File: src/rtl/alu_issue_queue.sv
// alu_issue_queue: command FIFO in front of an external combinational 32-bit ALU.
// The FIFO head drives the ALU; the ALU result is captured into a single-entry
// output register that is drained through a valid/ready handshake.
module alu_issue_queue #(
    parameter int DEPTH = 4
) (
    input  logic        clk_i,
    input  logic        rst_i,
    input  logic        cmd_valid_i,
    output logic        cmd_ready_o,
    input  logic [2:0]  cmd_op_i,
    input  logic [31:0] cmd_src1_i,
    input  logic [31:0] cmd_src2_i,
    output logic [31:0] alu_src1_o,
    output logic [31:0] alu_src2_o,
    output logic        alu_invertA_o,
    output logic        alu_invertB_o,
    output logic [1:0]  alu_operation_o,
    input  logic [31:0] alu_result_i,
    input  logic        alu_zero_i,
    input  logic        alu_overflow_i,
    output logic        res_valid_o,
    input  logic        res_ready_i,
    output logic [31:0] res_data_o,
    output logic        res_zero_o,
    output logic        res_ovf_o,
    output logic        res_illegal_o,
    output logic [15:0] done_cnt_o
);
    localparam int AW = $clog2(DEPTH);
    localparam int CW = AW + 1;

    typedef struct packed {
        logic [2:0]  op;
        logic [31:0] src1;
        logic [31:0] src2;
    } cmd_t;

    typedef enum logic {S_EMPTY, S_FULL} state_t;

    cmd_t          mem [DEPTH];
    logic [AW-1:0] wr_ptr, rd_ptr;
    logic [CW-1:0] count;
    state_t        state;

    logic full, empty, push, consume, issue;
    cmd_t head;
    logic dec_inv_a, dec_inv_b, dec_legal, dec_arith;
    logic [1:0] dec_oper;

    assign full        = (count == CW'(DEPTH));
    assign empty       = (count == '0);
    // Ready depends only on registered occupancy, so res_ready_i never reaches it.
    assign cmd_ready_o = !full;
    assign push        = cmd_valid_i && !full;
    assign res_valid_o = (state == S_FULL);
    assign consume     = res_valid_o && res_ready_i;
    assign issue       = !empty && (state == S_EMPTY || consume);
    assign head        = mem[rd_ptr];

    // Decode the head opcode into ALU controls; 011 is illegal and drives AND controls.
    always_comb begin
        dec_inv_a = 1'b0;
        dec_inv_b = 1'b0;
        dec_oper  = 2'b00;
        dec_legal = 1'b1;
        dec_arith = 1'b0;
        case (head.op)
            3'b000: dec_oper = 2'b00;
            3'b001: dec_oper = 2'b01;
            3'b010: begin dec_oper = 2'b10; dec_arith = 1'b1; end
            3'b110: begin dec_inv_b = 1'b1; dec_oper = 2'b10; dec_arith = 1'b1; end
            3'b111: begin dec_inv_b = 1'b1; dec_oper = 2'b11; end
            3'b100: begin dec_inv_a = 1'b1; dec_inv_b = 1'b1; dec_oper = 2'b00; end
            3'b101: begin dec_inv_a = 1'b1; dec_inv_b = 1'b1; dec_oper = 2'b01; end
            default: dec_legal = 1'b0;
        endcase
    end

    // An empty FIFO presents an all-zero command to the ALU.
    assign alu_src1_o      = empty ? 32'h0 : head.src1;
    assign alu_src2_o      = empty ? 32'h0 : head.src2;
    assign alu_invertA_o   = !empty && dec_inv_a;
    assign alu_invertB_o   = !empty && dec_inv_b;
    assign alu_operation_o = empty ? 2'b00 : dec_oper;

    // FIFO storage needs no reset; only pointers and occupancy define validity.
    always_ff @(posedge clk_i) begin
        if (push) mem[wr_ptr] <= '{op: cmd_op_i, src1: cmd_src1_i, src2: cmd_src2_i};
    end

    // Pointers wrap naturally at the power-of-two depth.
    always_ff @(posedge clk_i) begin
        if (rst_i) begin
            wr_ptr <= '0;
            rd_ptr <= '0;
            count  <= '0;
        end else begin
            if (push)  wr_ptr <= wr_ptr + AW'(1);
            if (issue) rd_ptr <= rd_ptr + AW'(1);
            case ({push, issue})
                2'b10:   count <= count + CW'(1);
                2'b01:   count <= count - CW'(1);
                default: count <= count;
            endcase
        end
    end

    // Output register FSM: capture on issue, hold while the consumer stalls.
    always_ff @(posedge clk_i) begin
        if (rst_i) begin
            state         <= S_EMPTY;
            res_data_o    <= 32'h0;
            res_zero_o    <= 1'b0;
            res_ovf_o     <= 1'b0;
            res_illegal_o <= 1'b0;
            done_cnt_o    <= 16'h0;
        end else begin
            if (consume) done_cnt_o <= done_cnt_o + 16'h1;
            if (issue) begin
                res_data_o    <= dec_legal ? alu_result_i : 32'h0;
                res_zero_o    <= dec_legal ? alu_zero_i : 1'b1;
                res_ovf_o     <= dec_legal && dec_arith && alu_overflow_i;
                res_illegal_o <= !dec_legal;
            end
            case (state)
                S_EMPTY: if (issue) state <= S_FULL;
                S_FULL:  if (consume && !issue) state <= S_EMPTY;
                default: state <= S_EMPTY;
            endcase
        end
    end
endmodule

File: config.mk
export PLATFORM = sky130hd
export DESIGN_NAME = alu_issue_queue
export DESIGN_NICKNAME = d
export VERILOG_FILES = /design/src/rtl/alu_issue_queue.sv
export SDC_FILE = /design/constraint.sdc
export NUM_CORES = 1
export LEC_CHECK = 0
export ABC_AREA = 1
export CAP_MARGIN = 25
export CORE_AREA = 4 4 215 217
export CTS_BUF_LIST = sky130_fd_sc_hd__clkbuf_8
export DETAILED_ROUTE_END_ITERATION = 16
export DIE_AREA = 0 0 219 221
export SKIP_LAST_GASP = 1
export SYNTH_ARGS = -nofsm -noshare
export SYNTH_HDL_FRONTEND = slang
export SYNTH_SLANG_ARGS = --single-unit
File: constraint.sdc
create_clock -name clk_i -period 5.39 [get_ports clk_i]
set_input_delay 1.617 -clock clk_i [delete_from_list [all_inputs] [get_ports clk_i]]
set_output_delay 1.617 -clock clk_i [all_outputs]
set_load 0.02 [all_outputs]
== Yosys cells after proc, flatten, opt, wreduce, memory -nomap -nowiden ==
Memory sizes are Yosys's and may differ from the RTL's. A register that Yosys moved wholly into a read port is not among the register bits.
Cells that the tools add are included.
Word-level totals
  register bits after elaboration: 59
  RAM bits: 268
  output and inout port bits: 121
  word-level logic and storage cells: 64
  memories kept: 1
Memory list
  mem: words 4, bits a word 67, read ports 1, clocked after memory_dff 1, write ports 1, line 41  | cmd_t mem [DEPTH];
Operators by class
  add/subtract/negate cells: 5
  equality and inequality tests: 9
  muxes and demuxes: 18
  bitwise operators: 1
  reductions and logical operators: 21
Operator list (number)
  $mux 32: 3
  $add 16x1->16 const B: 1
  $eq 3x3->1 const B: 5
  $mux 1: 9
  $logic_and 1x1->1: 8
  $reduce_or 7->1: 1
  $logic_not 3->1: 2
  $mux 2: 3
  $pmux 2 s3: 1
  $pmux 3 s2: 1
  $reduce_or 2->1: 3
  $add 2x1->2 const B: 2
  $logic_not 1->1: 4
  $reduce_or 4->1: 1
  $add 3x1->3 const B: 1
  $eq 3x1->1 const B: 1
  $eq 3x2->1 const B: 1
  $sub 3x1->3 const B: 1
  $eq 2x1->1 const B: 1
  $eq 2x2->1 const B: 1
  $pmux 1 s2: 1
  $reduce_bool 2->1: 1
  $logic_or 1x1->1: 1
  $not 1->1: 1

== Depth between registers and ports, before layout ==
Gate-level depths: netlist (run 1).
  depth in word-level cells: 7
  gate-level depth with buffers: 11

== Worst setup path before layout (run 1) ==
Ideal clock, no wire load.
  path kind: in2reg
  start: input port cmd_valid_i
  end: memory mem[0][0] (netlist name) (enable)
  setup time: 0.493 ns
  arrival time: 4.600 ns
  slack: 0.297 ns
  cell stages on the path: 2
  buffers on the path: 0
  path through: nand2_1 -> nor2_1
On the way
  cells in the longest elaborated chain, start to end: 3
Ends and longest elaborated chain
  from (decl): line 9  | input logic cmd_valid_i,
  $logic_and 1x1->1: line 55  | assign push = cmd_valid_i && !full;
  $mux 1: line 89  | if (push) mem[wr_ptr] <= '{op: cmd_op_i, src1: cmd_src1_i, src2: cmd_src2_i};
  $mux 1 (implied by the code): line 89
  to (decl): line 41
Every way passes these cells.

==> results of run 1 <==
layout make-up:
cell class              count  area share [%]
repair buffers            240            14.0
diodes                      1          0.0147
clock buffers              62            5.00
clock inverters            36            1.32
inverters                  43           0.975
multi-input cells         692            20.0
well taps                 592            4.34
flip-flops and latches    329            54.4
cell families after synthesis:
group	count (synthesis)	share of synthesized area (%)
simple gates	415	13.7
flops	329	70.5
compound gates	270	11.2
buf+inv	109	3.92
fa+ha+maj	7	0.723
metrics by stage:
stage	hold WS, ns	instance area, um2	worst slack (ns)
after floorplan	0.436	13200	0.297
after global placement	0.446	16000	1.19
after detailed placement	0.460	16000	1.21
after CTS	0.470	17100	0.482
after global routing	0.493	17100	0.319
final	0.470	17100	0.609
routing by layer:
metal | track usage (%) | up-vias | part of all wire (%)
met5 | 0 | - | 0.063
met4 | 4.06 | 4 | 2.0
met3 | 3.55 | 52 | 4.8
met2 | 23.2 | 188 | 50
met1 | 16.7 | 4356 | 43
li1 | - | 4403 | -
power groups by stage:
| stage | sequential (mW) | combinational, mW | clock [mW] |
|---|---|---|---|
| floorplan | 3.38 | 2.00 | 0 |
| global placement | 3.29 | 3.49 | 0 |
| detailed placement | 3.30 | 3.51 | 0 |
| CTS | 3.25 | 3.52 | 2.24 |
| global route | 3.29 | 3.78 | 2.35 |
| finish | 3.25 | 3.45 | 2.15 |
placed cells by master, fill, tap and decap left out, drive strengths merged, types with 43 or more instances in the layout:
cell type / n
nor2: 283
edfxtp: 268
clkdlybuf4s50: 224
o21ai: 146
a21oi: 119
nand2: 79
clkbuf: 62
dfxtp: 61
inv: 60
nand3: 43
critical path: cells and delay by family, from the launching register on:
family	cells	cell delay, ns
and+or+nand+nor	5	0.51
AOI/OAI and AO/OA	1	0.11
DFF	1	0.63
buffers and inverters	2	1.23
sequential cells by signal, summed over array words and instances (netlist names), named ones only:
register       count
count              3
wr_ptr             2
res_valid_o        1
res_zero_o         1
done_cnt_o        16
res_data_o        32
res_ovf_o          1
res_illegal_o      1
mem              268
rd_ptr             2
how the worst min path moves through the flow:
| stage | end | depth (start not counted) |
|---|---|---|
| 3_3_place_gp | register | 2 |
| 4_1_cts | res_data_o[12]$_SDFFE_PP0P_ | 2 |
| 6_report | res_data_o[12]$_SDFFE_PP0P_ | 2 |
| 2_1_floorplan | register | 2 |
| 3_5_place_dp | res_data_o[12]$_SDFFE_PP0P_ | 2 |
| 5_1_grt | res_data_o[15]$_SDFFE_PP0P_ | 2 |
==> flow_summary.json, run 1 <==
{
  "critPathCaptureType": "primary output",
  "wl_per_cell_um": 16.7,
  "flow.area_growth_from_synthesis_pct": 29.7,
  "max-clock-path-buffers": 3,
  "swShare_pct": 37.4,
  "synthesized_area_per_cell_um2": 11.6,
  "drt-vias-per-instance": 4.51,
  "p_total_mw": 8.85,
  "routed_wl_mm": 33.4,
  "cell_internal_pwr_mw": 5.54,
  "worst-slew-pin-transition_ns": 1.03,
  "io-pin-count": 226,
  "share_seq_of_total_power_pct": 36.7,
  "die-width_um": 219,
  "maxClockFrequency_mhz": 209,
  "detail-route-antenna-nets": 0,
  "critical_path.startpoint_type": "register",
  "area.sequential_mm2": 0.00927,
  "clock-sinks": 329,
  "ys_seq_elements": 329,
  "grt_antenna_before_repair": 3,
  "post-route-period-util_pct": 88.7,
  "yosys-top-cells-count": "282 x nor2_1, 268 x edfxtp_1, 146 x o21ai_0",
  "multi_input_comb_area_mm2": 0.00341,
  "combinationalPowerShare_pct": 39.0,
  "filler_cell_count": 4313,
  "drt-initial-drc-count": 576,
  "timing_worst_setup_path_type": "reg2out",
  "vdd.ir_drop.worst_uv": 254,
  "cts_hold_repair.buffers": 0,
  "final.min_clock_period_ns": 4.78,
  "placement.io_buffers": 225,
  "floorplan.initialDensity_pct": 29.8,
  "core_area_mm2": 0.0441,
  "die_area_mm2": 0.0484,
  "power_density_mw_per_mm2": 519,
  "synth_nets": 1242,
  "worst_path_required_ns": 3.77,
  "sequential_to_total_area_share_from_yosys_stat_pct": 70.5,
  "hold_viol": 0,
  "status": "complete, no violations",
  "final_cell_count_no_fill": 1995,
  "finalNetCount": 1473,
  "clkSlewWorstSetupHoldPaths_ns": 0.06,
  "synthDominantAreaCellType": "edfxtp_1",
  "synth_enable_flop_cells": 268,
  "holdCritStartpoint": "res_data_o[12]$_SDFFE_PP0P_",
  "crit_path_frequent_cell": "nand2_1",
  "cts_max_level": 2,
  "gp_routability_congestion": 0.764,
  "path_cells": "buf_4 -> nand2_1 -> nand2_1 -> nand2_1 -> nand2_2 -> nand2_1 -> a21oi_1 -> clkdlybuf4s50_1",
  "floorplan.rows": 77,
  "final_core_util_pct": 38.7,
  "power_switching_mw": 3.31,
  "leakagePower_nw": 5.79,
  "worst_r2r_endpoint": "res_data_o[11]$_SDFFE_PP0P_",
  "crit_path_top_delay_cell": "clkdlybuf4s50_1",
  "cts_root_buffer": "clkbuf_8",
  "die_height_um": 221,
  "detailroute.via_count": 9003,
  "global_route_total_usage_across_every_layer_pct": 13.5,
  "synthMostInstantiatedCell": "nor2_1",
  "setup_viol_count_final": 0,
  "synth.top_cell.area_share_pct": 61.2,
  "dominant_cells_by_area_after_synthesis": "edfxtp_1 61%, dfxtp_1 9.3%, nor2_1 8.0%, o21ai_0 5.6%, a21oi_1 3.4%",
  "post_cts_gate_resize_count": 0,
  "p_clk_share_pct": 24.3,
  "post-dp-hpwl_mm": 19.7,
  "ys_warns": 0,
  "wire_length_of_the_first_global_routing_pass_mm": 51.6,
  "netlist_instances": 1130,
  "depth_of_the_worst_register_to_register_path": 8,
  "cts_setup_buffers": 0,
  "final.setup.tns_ns": 0,
  "critPathArrivalTime_ns": 3.16,
  "worst_relative_slew_slack_pct": 31.4,
  "report.final.slew_viol_count": 0,
  "ys_types": 30,
  "grt_start_max_net_pins": 135,
  "detailedRoute.firstPassIterationCount": 4,
  "drc_errors": 0,
  "synthesis.area_mm2": 0.0132,
  "global_route.overflow_total": 0,
  "clock_insertion_delay_at_the_later_pin_of_the_skew_report_ns": 0.64,
  "capture_point_of_the_worst_path": "alu_operation_o[1]",
  "ys_async_sr_fraction_pct": 0,
  "min-delay-path-class": "reg2reg",
  "critical_path.max_stage_delay_ns": 0.66,
  "via_count_of_the_first_global_routing_pass": 9026,
  "post_route_cells_drive_above_1_share_pct": 11.5,
  "top_ff_cell_synth": "edfxtp_1",
  "critical_path_peak_fanout": 54,
  "place.detailed.instances": 1896,
  "finClkSkew_ns": 0.0274,
  "reg2reg_slack_ns": 2.73,
  "grt_setup_unrepaired": "no",
  "max_cap_viol_count": 0,
  "cts_made_buffers": 55,
  "clock_tree_from_tritoncts": "yes"
}
(Power assumes the default switching activity.)
==> inputs of run 2 (changes only) <==
Clock period 5.39 ns to 6.11 ns, I/O delays scaled along.
==> flow_summary.json, run 2 (synthesis gave the netlist of run 1 again) <==
{
  "status": "complete, no violations",
  "critPathArrivalTime_ns": 3.08,
  "met2_wire_length_mm": 17.2,
  "post_route_cells_drive_above_1_share_pct": 11.4,
  "leakagePower_nw": 5.77,
  "cts_max_level": 2,
  "postLayoutSetupSlackWorst_ns": 1.19,
  "wire_length_of_the_first_global_routing_pass_mm": 51.9,
  "largest_register": "mem",
  "clock-sinks": 329,
  "die_area_mm2": 0.0484,
  "clock_tree_from_tritoncts": "yes",
  "worst-slew-pin-transition_ns": 0.940,
  "worst_relative_slew_slack_pct": 37.3,
  "io-pin-count": 226,
  "report.final.slew_viol_count": 0,
  "wl_met1_mm": 14.0,
  "max-clock-path-buffers": 3,
  "floorplan.initialDensity_pct": 29.8,
  "die-width_um": 219,
  "final.setup.tns_ns": 0,
  "cts_made_buffers": 55,
  "global_route_total_usage_across_every_layer_pct": 13.7,
  "detailroute.via_count": 8995,
  "global_route.overflow_total": 0,
  "wl_per_cell_um": 17.0,
  "final_cell_mix": "277 x nor2_1, 268 x edfxtp_1, 224 x clkdlybuf4s50_1, 146 x o21ai_0, 89 x a21oi_1",
  "power_density_mw_per_mm2": 455,
  "wl_met3_mm": 1.75,
  "top_signal_layer_used": "met4",
  "worst_path_required_ns": 4.28,
  "postPlaceCellArea_mm2": 0.0160,
  "cts_setup_buffers": 0,
  "reg_top3": "mem (268), res_data_o (32), done_cnt_o (16)",
  "floorplan.rows": 77,
  "finalNetCount": 1474,
  "detailedRoute.firstPassIterationCount": 4,
  "flow.area_growth_from_synthesis_pct": 29.1,
  "grt_antenna_before_repair": 1,
  "timing_worst_setup_path_type": "reg2out",
  "routed_wl_mm": 33.9,
  "drt-initial-drc-count": 593,
  "multi_input_comb_area_mm2": 0.00341,
  "drc_errors": 0,
  "core_area_mm2": 0.0441,
  "post-route-period-util_pct": 80.5,
  "clkSlewWorstSetupHoldPaths_ns": 0.06,
  "gp_routability_congestion": 0.748,
  "setup_viol_count_final": 0,
  "dp_slack_ns": 1.79,
  "hold_viol": 0,
  "critPathCaptureType": "primary output",
  "min-delay-path-class": "reg2reg",
  "post_cts_gate_resize_count": 0,
  "cts_root_buffer": "clkbuf_8",
  "drt-vias-per-instance": 4.51,
  "finClkSkew_ns": 0.0147,
  "stdcell_area_mm2": 0.0170,
  "max_cap_viol_count": 0,
  "p_total_mw": 7.72,
  "placement.io_buffers": 225,
  "vdd.ir_drop.worst_uv": 236,
  "fin_hold_ws_ns": 0.458,
  "post-dp-hpwl_mm": 19.4,
  "grt_setup_unrepaired": "no",
  "largest_reg_flops": 268,
  "maxClockFrequency_mhz": 203,
  "critical_path.startpoint_type": "register",
  "grt_start_max_net_pins": 135,
  "critical_path_peak_fanout": 134,
  "die_height_um": 221,
  "final.min_clock_period_ns": 4.92,
  "layout.cells.most_common": "nor2_1",
  "clock_insertion_delay_at_the_later_pin_of_the_skew_report_ns": 0.62,
  "filler_cell_count": 4294,
  "area.sequential_mm2": 0.00927,
  "via_count_of_the_first_global_routing_pass": 8929,
  "detail-route-antenna-nets": 0,
  "cts_hold_repair.buffers": 0
}
run 2: cell types whose count changed in the layout (fill, tap and decap cells not counted), moves of 2 or more:
| cell | before | now |
|---|---|---|
| buf_4 | 13 | 16 |
| clkbuf_8 | 62 | 60 |
| clkinv_2 | 3 | 6 |
| buf_12 | 2 | 0 |
run 2: per-layer routing:
metal  global-route usage (%)  vias up
li1                         -     4406
met1                     16.8     4298
met2                     23.6      229
met3                     2.78       62
met4                     5.34        0
met5                        0        -
run 2: worst paths after layout:
check / startpoint / end / slack [ns] / cells past startpoint
setup / recovery: register / alu_operation_o[0] / 1.19 / 6
hold / removal: rd_ptr[1]$_SDFFE_PP0P_ / register / 0.46 / 2
setup reg to reg: register / res_data_o[11]$_SDFFE_PP0P_ / 3.53 / 8
hold reg to reg: rd_ptr[1]$_SDFFE_PP0P_ / register / 0.46 / 2
run 2: critical path: stages, from the launching register on:
cell	delay, ns
dfxtp_4	0.43
inv_6	0.56
nand2_1	0.11
nand3_1	0.12
nand2_2	0.12
a211oi_1	0.25
clkdlybuf4s50_1	0.69
run 2: area by class of cell:
class                           count  share of cell area, %
Sequential cell                   329                   54.6
Multi-Input combinational cell    692                   20.1
Timing Repair Buffer              241                   13.9
Clock buffer                       60                   4.86
Tap cell                          592                   4.36
Clock inverter                     38                   1.16
Inverter                           43                  0.980
Antenna cell                        1                 0.0147
run 2: power by group:
group,switching (mW),internal [mW],total [mW]
logic,1.93,1.13,3.06
registers,0.117,2.73,2.85
clock network,0.866,0.944,1.81
run 2: per-stage QoR:
stage	instances	util [%]
final	1996	38.5
after global routing	1996	38.5
after CTS	1995	38.5
after detailed placement	1897	36.2
after global placement	1897	36.2
after floorplan	1130	-
